==> config.mk <==
export PLATFORM = sky130hd
export DESIGN_NAME = bit_word_collector
export DESIGN_NICKNAME = d
export VERILOG_FILES = /design/src/rtl/bit_word_collector.sv
export SDC_FILE = /design/constraint.sdc
export NUM_CORES = 1
export LEC_CHECK = 0
export CAP_MARGIN = 20
export CORE_MARGIN = 10
export CORE_UTILIZATION = 40
export CTS_CLUSTER_DIAMETER = 80
export DETAILED_ROUTE_END_ITERATION = 8
export PLACE_DENSITY = 0.65
export SLEW_MARGIN = 20
export SYNTH_ARGS = -nofsm -noshare
export SYNTH_HDL_FRONTEND = slang
export SYNTH_SLANG_ARGS = --single-unit
==> constraint.sdc <==
create_clock -name C -period 1.65 [get_ports C]
set_input_delay 0.2475 -clock C [delete_from_list [all_inputs] [get_ports C]]
set_output_delay 0.2475 -clock C [all_outputs]
set_load 0.01 [all_outputs]
==> src/rtl/bit_word_collector.sv <==
// ---------------------------------------------------------------------------
// bit_word_collector
//
// Assembles WIDTH consecutive serial bits (MSB first) from an upstream bit
// decoder into a parallel word and offers it to a consumer over a
// valid/acknowledge handshake. A partial word is dropped if the gap between
// two strobes inside a word reaches TIMEOUT cycles. A strobe that arrives
// while a finished word is still waiting sets a sticky overrun flag.
//
// Ports:
//   C       in   clock, rising edge
//   aRn     in   asynchronous active-low reset
//   R       in   bit strobe, one cycle high per received bit
//   Y       in   bit value, only meaningful while R=1
//   Ack     in   consumer accepts Q while V=1
//   Q       out  completed word, MSB = first bit received
//   V       out  Q valid
//   TO      out  one-cycle pulse: partial word discarded on timeout
//   OVF     out  sticky overrun flag, cleared by the next accepted word
//   StateQ  out  FSM state (IDLE=0, SHIFT=1, FULL=2)
// ---------------------------------------------------------------------------
module bit_word_collector #(
  parameter int WIDTH   = 8,
  parameter int TIMEOUT = 255,
  parameter int TW      = 16
) (
  input  logic             C,
  input  logic             aRn,
  input  logic             R,
  input  logic             Y,
  input  logic             Ack,
  output logic [WIDTH-1:0] Q,
  output logic             V,
  output logic             TO,
  output logic             OVF,
  output logic [1:0]       StateQ
);

  localparam int CW = $clog2(WIDTH + 1);

  localparam logic [1:0] IDLE  = 2'd0;
  localparam logic [1:0] SHIFT = 2'd1;
  localparam logic [1:0] FULL  = 2'd2;

  logic [1:0]       state_reg, state_next;
  // Only WIDTH-1 bits are stored: the final bit of a word goes straight
  // into Q together with the stored ones.
  logic [WIDTH-2:0] sh_reg, sh_next;
  logic [CW-1:0]    cnt_reg, cnt_next;
  logic [TW-1:0]    tmr_reg, tmr_next;
  logic [WIDTH-1:0] q_reg, q_next;
  logic             v_reg, v_next;
  logic             to_reg, to_next;
  logic             ovf_reg, ovf_next;

  logic [WIDTH-1:0] word_in;
  logic             last_bit;
  logic             tmr_expire;

  // Stored bits plus the incoming Y; only consumed on edges where R=1, so
  // an undefined Y while R=0 never reaches a register.
  assign word_in    = {sh_reg, Y};
  assign last_bit   = (cnt_reg == CW'(WIDTH - 1));
  assign tmr_expire = (tmr_reg == TW'(TIMEOUT - 1));

  // State register
  always_ff @(posedge C or negedge aRn) begin
    if (!aRn) begin
      state_reg <= IDLE;
    end else begin
      state_reg <= state_next;
    end
  end

  // Next-state logic
  always_comb begin
    state_next = state_reg;
    case (state_reg)
      IDLE: begin
        if (R) state_next = SHIFT;
      end
      SHIFT: begin
        // A strobe on the would-be timeout edge takes priority.
        if (R) begin
          if (last_bit) state_next = FULL;
        end else if (tmr_expire) begin
          state_next = IDLE;
        end
      end
      FULL: begin
        if (Ack) state_next = R ? SHIFT : IDLE;
      end
      default: state_next = IDLE;
    endcase
  end

  // Output / datapath next values (all registered below)
  always_comb begin
    sh_next  = sh_reg;
    cnt_next = cnt_reg;
    tmr_next = tmr_reg;
    q_next   = q_reg;
    v_next   = v_reg;
    to_next  = 1'b0;
    ovf_next = ovf_reg;
    case (state_reg)
      IDLE: begin
        if (R) begin
          sh_next  = word_in[WIDTH-2:0];
          cnt_next = CW'(1);
          tmr_next = '0;
        end
      end
      SHIFT: begin
        if (R) begin
          sh_next  = word_in[WIDTH-2:0];
          tmr_next = '0;
          if (last_bit) begin
            q_next   = word_in;
            v_next   = 1'b1;
            cnt_next = '0;
          end else begin
            cnt_next = cnt_reg + CW'(1);
          end
        end else if (tmr_expire) begin
          sh_next  = '0;
          cnt_next = '0;
          tmr_next = '0;
          to_next  = 1'b1;
        end else begin
          tmr_next = tmr_reg + TW'(1);
        end
      end
      FULL: begin
        if (Ack) begin
          v_next   = 1'b0;
          ovf_next = 1'b0;
          if (R) begin
            // Strobe on the accept edge starts the next word.
            sh_next  = word_in[WIDTH-2:0];
            cnt_next = CW'(1);
            tmr_next = '0;
          end
        end else if (R) begin
          // Bit dropped; Q must stay intact for the consumer.
          ovf_next = 1'b1;
        end
      end
      default: begin
        sh_next  = '0;
        cnt_next = '0;
        tmr_next = '0;
        v_next   = 1'b0;
      end
    endcase
  end

  // Datapath / output registers
  always_ff @(posedge C or negedge aRn) begin
    if (!aRn) begin
      sh_reg  <= '0;
      cnt_reg <= '0;
      tmr_reg <= '0;
      q_reg   <= '0;
      v_reg   <= 1'b0;
      to_reg  <= 1'b0;
      ovf_reg <= 1'b0;
    end else begin
      sh_reg  <= sh_next;
      cnt_reg <= cnt_next;
      tmr_reg <= tmr_next;
      q_reg   <= q_next;
      v_reg   <= v_next;
      to_reg  <= to_next;
      ovf_reg <= ovf_next;
    end
  end

  assign Q      = q_reg;
  assign V      = v_reg;
  assign TO     = to_reg;
  assign OVF    = ovf_reg;
  assign StateQ = state_reg;

endmodule

Word-level counts from Yosys, hierarchy flattened
Index checks and enable logic that the tools add are counted.

Output and inout port bits: 13. Register bits after elaboration: 40. Bits of input ports: 5. Logic and storage cells: 60.

Bitwise operators: 1. $add $sub $neg: 2. Reductions and logical operators: 7. Eq/ne operators: 10. Muxes and demuxes: 32.

Operator list (count): $mux W16 (4); $pmux W16 S3 (1); $mux W7 (4); $pmux W7 S3 (1); $mux W4 (5); $add A16 B1 Y16 const B (1); $eq A16 B8 Y1 const B (1); $pmux W4 S3 (1); $mux W2 (5); $mux W1 (9); $ne A2 B2 Y1 const B (4); $reduce_and A4 Y1 (2); $ne A3 B3 Y1 const B (2); $pmux W2 S3 (1); $add A4 B1 Y4 const B (1); $eq A4 B3 Y1 const B (1); $reduce_and A2 Y1 (2); $pmux W1 S3 (1); $reduce_and A3 Y1 (1); $eq A2 B1 Y1 const B (1); $eq A2 B2 Y1 const B (1); $logic_not A2 Y1 (1); $reduce_bool A2 Y1 (1); $not A1 Y1 (1).

Depth between registers and ports, before layout
Depth in word-level cells: 4. Mapped depth: 6. Depth with buffers taken out: 6.

Least setup slack after synthesis
No wires, ideal clock.

Path type: flip-flop to flip-flop. Start: register state_reg[1] (netlist: StateQ[1]). End: register tmr_reg[11]. Setup slack: 43 ps. Buffers on the path: 0. Setup time: 111 ps. Stages on the path, launching flop included: 5. Arrival time: 1495 ps. Cells stage by stage: dfrtp_1 > nor3b_2 > nor4b_4 > nor2_1 > a2111oi_2.

Cells in the longest elaborated chain, start to end: 2. Elaborated cells between the ends (all ways): 5. Those cells by class: eq/ne: 3; mux: 1; reduce/logical: 1.

Ends and longest elaborated chain: start, declared (RTL line 45) `logic [1:0] state_reg, state_next;`; start signal, assigned (RTL line 71) `state_reg <= state_next;`; $eq A2 B2 Y1, or another cell as far along (RTL line 106) `case (state_reg)`; $pmux W16 S3 or $ne A2 B2 Y1 (tied branches); end signal, assigned (RTL line 171) `tmr_reg <= tmr_next;`; end, declared (RTL line 50) `logic [TW-1:0] tmr_reg, tmr_next;`.

Parallel ways exist; a longest one is shown, timed or not. A chain may end at the register's enable or synchronous reset.

Final worst setup path
Start: register tmr_reg[1]. End: register tmr_reg[10].

Cells in the longest elaborated chain, start to end: 4. Elaborated cells between the ends (all ways): 5. Those cells by class: add/sub: 1; eq/ne: 1; mux: 3.

Ends and longest elaborated chain: $add A16 B1 Y16 or $eq A16 B8 Y1 (tied branches) (RTL line 131, 64); $mux W16 (*) (RTL line 125) `end else if (tmr_expire) begin`; $mux W16 (*) (RTL line 115) `if (R) begin`; $pmux W16 S3 (*) (RTL line 106).

Every way passes the cells marked *; elsewhere a longest branch is shown, timed or not.

==> impl_metrics.tcl <==
set metrics [dict create \
    path_max_fanout 4 \
    postLayoutCellArea_um2 2710 \
    run_status "completed" \
    die_y_um 90.5 \
    synth_largest_type_area_fraction 0.504 \
    fp.coreArea_um2 4750 \
    post_route_cells_drive_above_1_share 0.345 \
    maxCapViolations 0 \
    fin_nets 239 \
    layout-area-overhead-vs-synth_pct 36.5 \
    synth_enable_flop_cells 0 \
    floorplan.die.width_um 90.5 \
    fmax_ghz 0.614 \
    startpoint "tmr_reg[1]$_DFFE_PN0P_" \
    yosysSeqAreaShare 0.504 \
    cts_made_buffers 5 \
    data_required_time_of_the_worst_path_ns 1.87 \
    cp-start-kind "flip-flop" \
    first_global_vias 1717 \
    yosysUniqueCellTypes 54 \
    drt_drc_violations_left 0 \
    synth.ff_latch_count 40 \
    max_slew.worst_pin.slew_ns 0.548 \
    hold_path.class "primary input to flip-flop" \
    post_route_antenna_net_violation_count 0 \
    fin_worst_hold_slack_ns 0.268 \
    clock_skew_ns 0.00617 \
    stdcell_count 299 \
    postSynthAreaPerCell_um2 11.6 \
    max-slew-margin-rel 0.634 \
    insertedDiodeCount 0 \
    buffer_and_inverter_count_on_the_worst_path 0 \
    post_synth_instance_area_um2 1990 \
    clk_transition_reported_paths_ns 0.08 \
    netlist_instances 171 \
    setup.worst_path.end_class "flip-flop" \
    cts.sinks 40 \
    worstPathArrival_ns 1.85 \
    dp_hpwl_um 3400 \
    postRouteWirelength_um 4620 \
    type_of_the_setup_path_with_the_least_slack "flip-flop to flip-flop" \
    totalPowerFinal_mw 3.19 \
    r2r_start "tmr_reg[1]$_DFFE_PN0P_" \
    grt_remaining_overflow 0 \
    cts_tree "yes" \
    hold_violations 0 \
    htree_num_levels 2 \
    post-synth-top-area-cell "sky130_fd_sc_hd__dfrtp_1" \
    slowest_delay_ns 0.49 \
    unrepaired_setup_endpoints_after_global_routing "yes" \
    ys_top_cells_by_area "sky130_fd_sc_hd__dfrtp_1 (50%), sky130_fd_sc_hd__mux2_2 (4.5%), sky130_fd_sc_hd__a22o_1 (4.4%)" \
    placedInstanceArea_um2 2490 \
    final_setup_vio_count 0 \
    design.die.area_um2 8190 \
    vias 1614 \
    finalWorstSetupSlack_ns 0.0200 \
    layout.cells.most_common "sky130_fd_sc_hd__dfrtp_1" \
    peakVddDrop_uv 617 \
    power.static_leakage_nw 1.20 \
    root_buffer "sky130_fd_sc_hd__clkbuf_8" \
    initial_core_util 0.418 \
    final-max-slew-violation-count 0 \
    grt_pass1_wl_um 8060 \
    placed_cells 284 \
    fp-row-count 25 \
    cpLargestDelayFamily "simple AND/OR/NAND/NOR gates" \
    finalSetupTns_ns 0 \
    crit_chain "ha_2 > and3_4 > nand2_2 > or4_1 > a21oi_2" \
    clock_path_buffers 2 \
    power.density_nw_per_um2 1180 \
    min_period_ns 1.63 \
    drt_first_iter_violations 70 \
    globalplace.congestion 0.793 \
    yosys_most_used_dff "sky130_fd_sc_hd__dfrtp_1" \
    critical-path-slowest-cell "sky130_fd_sc_hd__or4_1" \
    most-common-layout-cells "sky130_fd_sc_hd__dfrtp_1 (40), sky130_fd_sc_hd__buf_4 (36), sky130_fd_sc_hd__clkdlybuf4s50_1 (12)" \
    globalRouteTotalUtil 0.117 \
    largest_reg_flops 16 \
    antenna_found_initial 0 \
    grt_start_max_net_pins 23 \
    boundaryPins 18 \
    post-place-ws_ns -0.445 \
    finish.utilization 0.571 \
    synthesis.yosys.warnings 0 \
    avgRoutedWirePerCell_um 15.5 \
    clk_latency_ns 0.29 \
    hold_path_startpoint "Ack" \
    drt_first_pass_iters 4 \
    io_buffer_count 17 \
    fill_cells 432 \
    asyncSetResetFlopFracSynth 1.00 \
    syn-num-nets 179 \
    detail_route.vias_per_cell 5.40 \
    finalCritPeriodShare 0.988 \
]
report_power, final:
| part | leakage (nW) | switching [mW] | internal [mW] |
|---|---|---|---|
| registers | 0.541 | 0.150 | 1.19 |
| logic | 0.604 | 0.460 | 0.593 |
| clock network | 0.0583 | 0.350 | 0.455 |
logic make-up after synthesis:
| kind of cell | count (synthesis) | share of synthesized area |
|---|---|---|
| adders and majority gates | 3 | 0.0189 |
| muxes | 10 | 0.0554 |
| DFF | 40 | 0.504 |
| buffers and inverters | 6 | 0.0157 |
| and+or+nand+nor | 60 | 0.204 |
| AOI/OAI and AO/OA | 48 | 0.185 |
| xor gates and xnor gates | 4 | 0.0176 |
Yosys cell counts (2+ instances only):
| cell type | number |
|---|---|
| sky130_fd_sc_hd__or4_1 | 3 |
| sky130_fd_sc_hd__nor2_1 | 9 |
| sky130_fd_sc_hd__ha_1 | 3 |
| sky130_fd_sc_hd__a22o_1 | 10 |
| sky130_fd_sc_hd__and3_1 | 2 |
| sky130_fd_sc_hd__nor3b_1 | 2 |
| sky130_fd_sc_hd__and4b_1 | 2 |
| sky130_fd_sc_hd__o31ai_1 | 6 |
| sky130_fd_sc_hd__nor3_1 | 3 |
| sky130_fd_sc_hd__a21o_1 | 3 |
| sky130_fd_sc_hd__a31oi_1 | 2 |
| sky130_fd_sc_hd__mux2_2 | 8 |
| sky130_fd_sc_hd__nand2b_1 | 2 |
| sky130_fd_sc_hd__mux2i_1 | 2 |
| sky130_fd_sc_hd__nor3b_2 | 2 |
| sky130_fd_sc_hd__nand2_1 | 8 |
| sky130_fd_sc_hd__a21oi_1 | 11 |
| sky130_fd_sc_hd__nand4_1 | 4 |
| sky130_fd_sc_hd__o21ai_0 | 3 |
| sky130_fd_sc_hd__nand3b_1 | 3 |
| sky130_fd_sc_hd__nand3_1 | 6 |
| sky130_fd_sc_hd__buf_2 | 4 |
| sky130_fd_sc_hd__dfrtp_1 | 40 |
| sky130_fd_sc_hd__xnor2_1 | 3 |
worst paths after layout:
| path | to | cells after the start | slack [ns] |
|---|---|---|---|
| min in group asynchronous | tmr_reg[11]$_DFFE_PN0P_ | 2 | 0.44 |
| max reg2reg | tmr_reg[10]$_DFFE_PN0P_ | 5 | 0.02 |
| min reg2reg | V$_DFFE_PN0P_ | 1 | 0.48 |
| max | tmr_reg[10]$_DFFE_PN0P_ | 5 | 0.02 |
| max in group asynchronous | StateQ[0]$_DFFE_PN0P_ | 3 | 0.74 |
| min | OVF$_DFFE_PN0P_ | 2 | 0.27 |
cell type report:
type / count / area, µm² / share of cell area
Tap cell: 67 / 83.8 / 0.0309
Timing Repair Buffer: 57 / 495 / 0.183
Clock inverter: 3 / 47.5 / 0.0175
Clock buffer: 5 / 68.8 / 0.0254
Multi-Input combinational cell: 126 / 1010 / 0.373
Sequential cell: 40 / 1000 / 0.369
Inverter: 1 / 3.75 / 0.00138
timing repair:
| action | CTS | global route |
|---|---|---|
| endpoints found under the setup margin | 14 | 26 |
| gates cloned | 0 | 1 |
| hold buffers | 1 | 0 |
| buffers inserted | 4 | 1 |
| resized for setup | 8 | 8 |
| pin swaps | 2 | 16 |
| hold endpoints to repair | 18 | 0 |
routing by layer:
| metal | track usage | wire length (µm) | vias to the layer above |
|---|---|---|---|
| li1 | - | - | 778 |
| met1 | 0.147 | 2100 | 806 |
| met2 | 0.186 | 2260 | 24 |
| met3 | 0.0341 | 196 | 6 |
| met4 | 0.0411 | 57 | 0 |
| met5 | 0 | 0 | - |
Note: power is estimated with default switching activity, not from simulation.
